### src/rtl/vec_csr_unit_pkg.sv
// vec_csr_unit_pkg: shared vset op/state encodings, default sizes and vill position
package vec_csr_unit_pkg;
  localparam int VLEN_DEF = 512;
  localparam int XLEN_DEF = 32;
  typedef enum logic [1:0] {VSETVLI = 2'd0, VSETIVLI = 2'd1, VSETVL = 2'd2, VSET_ILL = 2'd3} vset_op_e;
  typedef enum logic [1:0] {IDLE = 2'd0, CALC = 2'd1, RESP = 2'd2} state_e;
  function automatic int vill_bit(int xlen);
    return xlen - 1;
  endfunction
endpackage

### src/rtl/vec_csr_unit_if.sv
// vec_csr_unit_if: vset request/response handshake between decode and the CSR unit
interface vec_csr_unit_if import vec_csr_unit_pkg::*; #(parameter int XLEN = XLEN_DEF);
  logic req_valid;
  logic req_ready;
  vset_op_e req_op;
  logic [XLEN-1:0] scalar1;
  logic [XLEN-1:0] scalar2;
  logic rs1_is_x0;
  logic rd_is_x0;
  logic rsp_valid;
  logic rsp_ready;
  logic [XLEN-1:0] rsp_vl;
  modport master (output req_valid, req_op, scalar1, scalar2, rs1_is_x0, rd_is_x0, rsp_ready,
                  input req_ready, rsp_valid, rsp_vl);
  modport slave (input req_valid, req_op, scalar1, scalar2, rs1_is_x0, rd_is_x0, rsp_ready,
                 output req_ready, rsp_valid, rsp_vl);
endinterface

### src/rtl/vec_vlmax_calc.sv
// vec_vlmax_calc: combinational VLMAX and vtype legality from the vtype fields
module vec_vlmax_calc import vec_csr_unit_pkg::*; #(
  parameter int VLEN = VLEN_DEF,
  parameter int XLEN = XLEN_DEF
) (
  input  vset_op_e        op,
  input  logic [2:0]      vsew,
  input  logic [2:0]      vlmul,
  input  logic            rsvd_nz,
  output logic [XLEN-1:0] vlmax,
  output logic            legal
);
  assign legal = op != VSET_ILL && vsew <= 3'd2 && !vlmul[2] && !rsvd_nz;
  assign vlmax = XLEN'(VLEN >> (3 + int'(vsew))) << vlmul[1:0];
endmodule

### src/rtl/vec_csr_unit.sv
// vec_csr_unit: vsetvl/vsetvli/vsetivli execution and vl/vtype/vstart CSR state
module vec_csr_unit import vec_csr_unit_pkg::*; #(
  parameter int VLEN = VLEN_DEF,
  parameter int XLEN = XLEN_DEF
) (
  input  logic            clk,
  input  logic            reset_n,
  vec_csr_unit_if.slave   bus,
  output logic [XLEN-1:0] csr_vl,
  output logic [XLEN-1:0] csr_vtype,
  output logic [XLEN-1:0] csr_vstart,
  input  logic            vstart_we,
  input  logic [XLEN-1:0] vstart_wdata
);
  localparam logic [XLEN-1:0] VILL = XLEN'(1) << vill_bit(XLEN);
  state_e state, next_state;
  vset_op_e op_q;
  logic [XLEN-1:0] s1_q, s2_q, vlmax, new_vl, rsp_vl_q;
  logic rs1_x0_q, rd_x0_q, legal;
  function automatic logic [XLEN-1:0] umin(logic [XLEN-1:0] a, logic [XLEN-1:0] b);
    return a < b ? a : b;
  endfunction
  vec_vlmax_calc #(.VLEN(VLEN), .XLEN(XLEN)) u_calc (
    .op(op_q),
    .vsew(s2_q[5:3]),
    .vlmul(s2_q[2:0]),
    .rsvd_nz(|s2_q[XLEN-1:8]),
    .vlmax(vlmax),
    .legal(legal)
  );
  always_comb begin
    next_state = state;
    new_vl = '0;
    next_state = state == IDLE ? (bus.req_valid ? CALC : IDLE) :
                 state == CALC ? RESP : (bus.rsp_ready ? IDLE : RESP);
    new_vl = !legal ? '0 :
             op_q == VSETIVLI ? umin({{(XLEN-5){1'b0}}, s1_q[4:0]}, vlmax) :
             rs1_x0_q && !rd_x0_q ? vlmax :
             rs1_x0_q ? umin(csr_vl, vlmax) : umin(s1_q, vlmax);
  end
  assign bus.req_ready = reset_n && state == IDLE;
  assign bus.rsp_valid = state == RESP;
  assign bus.rsp_vl = rsp_vl_q;
  always_ff @(posedge clk or negedge reset_n) begin
    if (!reset_n) begin
      state <= IDLE;
      op_q <= VSETVLI;
      s1_q <= '0;
      s2_q <= '0;
      rs1_x0_q <= 1'b0;
      rd_x0_q <= 1'b0;
      rsp_vl_q <= '0;
      csr_vl <= '0;
      csr_vtype <= VILL;
      csr_vstart <= '0;
    end else begin
      state <= next_state;
      if (state == IDLE && bus.req_valid) begin
        op_q <= bus.req_op;
        s1_q <= bus.scalar1;
        s2_q <= bus.scalar2;
        rs1_x0_q <= bus.rs1_is_x0;
        rd_x0_q <= bus.rd_is_x0;
      end
      if (state == CALC) begin
        rsp_vl_q <= new_vl;
        csr_vl <= new_vl;
        csr_vtype <= legal ? {{(XLEN-8){1'b0}}, s2_q[7:0]} : VILL;
        csr_vstart <= '0;
      end else if (vstart_we) begin
        csr_vstart <= vstart_wdata;
      end
    end
  end
endmodule

### src/flat_wrapper.sv
// flat-port wrapper written by rule: the top's interface ports become plain ports
module vec_csr_unit_flat import vec_csr_unit_pkg::*;
#(
  parameter int VLEN = VLEN_DEF,
  parameter int XLEN = XLEN_DEF
)
  (clk, reset_n, csr_vl, csr_vtype, csr_vstart, vstart_we, vstart_wdata, bus_req_valid, bus_req_op, bus_scalar1, bus_scalar2, bus_rs1_is_x0, bus_rd_is_x0, bus_rsp_ready, bus_req_ready, bus_rsp_valid, bus_rsp_vl);
  vec_csr_unit_if #(.XLEN(XLEN)) bus_i ();
  input  logic clk;
  input  logic reset_n;
  output logic [XLEN-1:0] csr_vl;
  output logic [XLEN-1:0] csr_vtype;
  output logic [XLEN-1:0] csr_vstart;
  input  logic vstart_we;
  input  logic [XLEN-1:0] vstart_wdata;
  input wire logic [$bits(bus_i.req_valid)-1:0] bus_req_valid;
  input wire logic [$bits(bus_i.req_op)-1:0] bus_req_op;
  input wire logic [$bits(bus_i.scalar1)-1:0] bus_scalar1;
  input wire logic [$bits(bus_i.scalar2)-1:0] bus_scalar2;
  input wire logic [$bits(bus_i.rs1_is_x0)-1:0] bus_rs1_is_x0;
  input wire logic [$bits(bus_i.rd_is_x0)-1:0] bus_rd_is_x0;
  input wire logic [$bits(bus_i.rsp_ready)-1:0] bus_rsp_ready;
  output wire logic [$bits(bus_i.req_ready)-1:0] bus_req_ready;
  output wire logic [$bits(bus_i.rsp_valid)-1:0] bus_rsp_valid;
  output wire logic [$bits(bus_i.rsp_vl)-1:0] bus_rsp_vl;
  assign bus_i.req_valid = bus_req_valid;
  assign bus_i.req_op = bus_req_op;
  assign bus_i.scalar1 = bus_scalar1;
  assign bus_i.scalar2 = bus_scalar2;
  assign bus_i.rs1_is_x0 = bus_rs1_is_x0;
  assign bus_i.rd_is_x0 = bus_rd_is_x0;
  assign bus_i.rsp_ready = bus_rsp_ready;
  assign bus_req_ready = bus_i.req_ready;
  assign bus_rsp_valid = bus_i.rsp_valid;
  assign bus_rsp_vl = bus_i.rsp_vl;
  vec_csr_unit #(.VLEN(VLEN), .XLEN(XLEN)) u_core (.clk(clk), .reset_n(reset_n), .bus(bus_i), .csr_vl(csr_vl), .csr_vtype(csr_vtype), .csr_vstart(csr_vstart), .vstart_we(vstart_we), .vstart_wdata(vstart_wdata));
endmodule
### config.mk
export PLATFORM = sky130hd
export DESIGN_NAME = vec_csr_unit_flat
export DESIGN_NICKNAME = d
export VERILOG_FILES = /design/src/rtl/vec_csr_unit_pkg.sv /design/src/rtl/vec_csr_unit_if.sv /design/src/rtl/vec_vlmax_calc.sv /design/src/rtl/vec_csr_unit.sv /design/src/flat_wrapper.sv
export SDC_FILE = /design/constraint.sdc
export NUM_CORES = 1
export LEC_CHECK = 0
export CORE_MARGIN = 3
export CORE_UTILIZATION = 53
export DETAILED_ROUTE_END_ITERATION = 10
export GPL_TIMING_DRIVEN = 1
export HOLD_SLACK_MARGIN = 0.05
export PLACE_DENSITY = 0.95
export SETUP_SLACK_MARGIN = 0.2
export SYNTH_ARGS = -nofsm -noshare
export SYNTH_HDL_FRONTEND = slang
export SYNTH_HIERARCHICAL = 1
export SYNTH_SLANG_ARGS = --single-unit
### constraint.sdc
create_clock -name clk -period 9.4 [get_ports clk]
set_input_delay 1.41 -clock clk [delete_from_list [all_inputs] [get_ports clk]]
set_output_delay 1.41 -clock clk [all_outputs]
set_load 0.05 [all_outputs]
==> results.ini <==
[drt]
routed_via_density=5.476
first_pass_iters=5
antenna_left=0
wl_per_cell_um=17.85
dr_total_vias=6517
drc=0
first_iter_violations=369
wl_mm=21.25

[timing]
finClkSkew_ps=6.625
period_share_pct=47.11
fin_crit_ps=4428
fin_tns_setup_ps=0
hold_viol_final=0
final_max_slew_viol_count=0
worstMarginPinSlew_ps=1055
fin_ws_ps=4972
setup_viol_count_final=0
max_slew_margin_pct=29.37
rsz0062_at_grt=false
max_freq_mhz=225.8

[power_and_ir_drop]
ir_worst_vdd_mv=0.1553
leakage_uw=0.004709
power.density_nw_per_um2=272.7
power_uw=2998

[synth]
ys_ff_latch=143
synth_top_area_cell=dfrtp_1
synth.distinct_cells=61
synth_area_um2=8551
synthCells=799
synth.top_cell.area_share_pct=41.56
netlist_top_cells_area=dfrtp_1 (42%), mux2_2 (13%), ha_1 (9.1%), buf_4 (7.1%), mux2i_1 (3.9%)
synthFlopType=dfrtp_1
syn_avg_cell_area_um2=10.70
ys_seq_area_share_pct=41.86
synth_edf_count=0
yosys_warnings=6
synth-async-reset-ratio_pct=100.0

[clock_tree]
path_clk_slew_ps=60
cts_sinks=143
cts_buffer_depth=2
cts_resized=0
h-tree-depth=4
clkLatencyLatePin_ps=420
cts_hold_buffers=0
cts_setup_buffers=0
cts_buffers=17
cts_tree=built
root_buffer=clkbuf_16

[placed_design]
place_area_um2=10360
place.port_buffers=211
pre_cts_ws_ps=4981
place.detailed.hpwl_mm=15.36
gp_congestion=0.8772

[worst_setup_path]
crit_path_end_kind=flop
critPathLaunchType=flop
cp_max_fo=17
worstSetupPathType=reg -> reg
arrival_ps=4730
cp.required_ps=9700

[job]
cap_violations=0

[layout]
layout_commonest_cell=clkdlybuf4s50_1
fillCellCount=1076
areaGrowthSynthToFinish_pct=28.58
drive_gt1_share_pct=16.55
regArea_um2=3580
fin_area_um2=10990
final_cell_mix=clkdlybuf4s50_1 (209), dfrtp_1 (142), mux2_2 (98)
multi_input_area_um2=4115
antenna_cells=0
final_nets=1133

[global_routing]
grt_pass1_wl_mm=34.82
grt-ovfl-total=0
antenna_found_initial=0
grt_pass1_vias=6796
gr-usage-all-layers_pct=24.50
grt_max_degree=76

[die]
die_w_um=133.0
initial_core_util_pct=55.22
fp.dieArea_um2=17690
die_y_um=133.0
pin_count=235
design.core.area_um2=15480
fp-row-count=45

[status]
status=finished clean

[min_path]
hold_class=reg -> reg

## metrics by stage
step                      instances  hold WS [ps]  utilization [%]
final                          1190         476.4            71.01
after global routing           1190         498.8            71.01
after CTS                      1190         476.6            71.01
after detailed placement       1158         459.4            66.88
after global placement         1158         449.9            66.88
after floorplan                 842         468.9                -
## synth_stat cells, types with 4 or more instances
| cell | n |
|---|---|
| a211oi_1 | 7 |
| o21ai_0 | 12 |
| nor3_1 | 9 |
| nand3_1 | 17 |
| nand2b_1 | 6 |
| and4_1 | 4 |
| buf_6 | 6 |
| nand4_1 | 9 |
| dfrtp_1 | 142 |
| mux2i_1 | 33 |
| o2bb2ai_1 | 27 |
| ha_1 | 62 |
| buf_4 | 81 |
| a311oi_1 | 5 |
| mux2_2 | 98 |
| nor2b_1 | 5 |
| clkbuf_1 | 14 |
| nor4_1 | 14 |
| buf_1 | 7 |
| nor2_1 | 46 |
| inv_1 | 62 |
| a31oi_1 | 4 |
| nand2_1 | 46 |
| or3_1 | 7 |
| a21oi_1 | 23 |
## sequential cells by signal (all words and copies together), names as in the netlist
register           cells
u_core/csr_vl         32
u_core/csr_vstart     32
u_core/csr_vtype       9
u_core/op_q            2
u_core/rd_x0_q         1
u_core/rs1_x0_q        1
u_core/s1_q           32
u_core/s2_q           32
u_core/state           2
## logic make-up (layout without fill, tap and decap cells)
family          Yosys count  after routing  share of synthesized area [%]
fa+ha+maj                62             62                          9.072
buf+inv                 176            313                          11.94
mux                     132            132                          16.90
simple gates            182            182                          11.11
other cells               2             45                        0.08783
xor+xnor                  2              2                         0.4244
compound gates          100            100                          8.604
flops                   143            143                          41.86
## path summary, 6_finish.rpt
check	from	end	slack [ps]	cells after the start
max	u_core/s2_q[3]$_DFFE_PN0P_	u_core/csr_vl[3]$_DFFE_PN0P_	4970	12
min	u_core/csr_vtype[1]$_DFFE_PN0P_	u_core/csr_vtype[1]$_DFFE_PN0P_	480	2
max reg2reg	u_core/s2_q[3]$_DFFE_PN0P_	u_core/csr_vl[3]$_DFFE_PN0P_	4970	12
min reg2reg	u_core/csr_vtype[1]$_DFFE_PN0P_	u_core/csr_vtype[1]$_DFFE_PN0P_	480	2
max in group asynchronous	reset_n	u_core/s1_q[5]$_DFFE_PN0P_	7030	2
min in group asynchronous	reset_n	u_core/csr_vstart[24]$_DFFE_PN0P_	1000	1
## area by class of cell
type,count,share of cell area [%]
Multi-Input combinational cell,523,37.43
Clock buffer,19,4.120
Tap cell,211,2.401
Inverter,63,2.151
Timing Repair Buffer,218,19.65
Sequential cell,143,32.56
Clock inverter,13,1.684
## critical path, stage by stage (launching register included)
cell and delay, ps:
dfrtp_1 660, nor3b_2 280, nor2_1 110, nor2_1 220
inv_1 110, ha_1 280, a2111oi_0 70, or3_1 400
a211oi_1 450, o21ai_1 210, a21oi_2 750, buf_4 390
mux2_2 370
## report_power, final
group          switching (µW)  internal [µW]  total (µW)
Sequential                195            818        1010
Clock                     269            459         728
Combinational             694            563        1260
Total                    1160           1840        3000
## layer usage
layer	vias up	share of wire (%)	GRT usage, %
met5	-	0	0
met4	0	3.0	10.16
met3	51	5.4	5.247
met2	234	51	42.75
met1	3203	40	29.31
li1	3029	-	-
(Power assumes the default switching activity.)
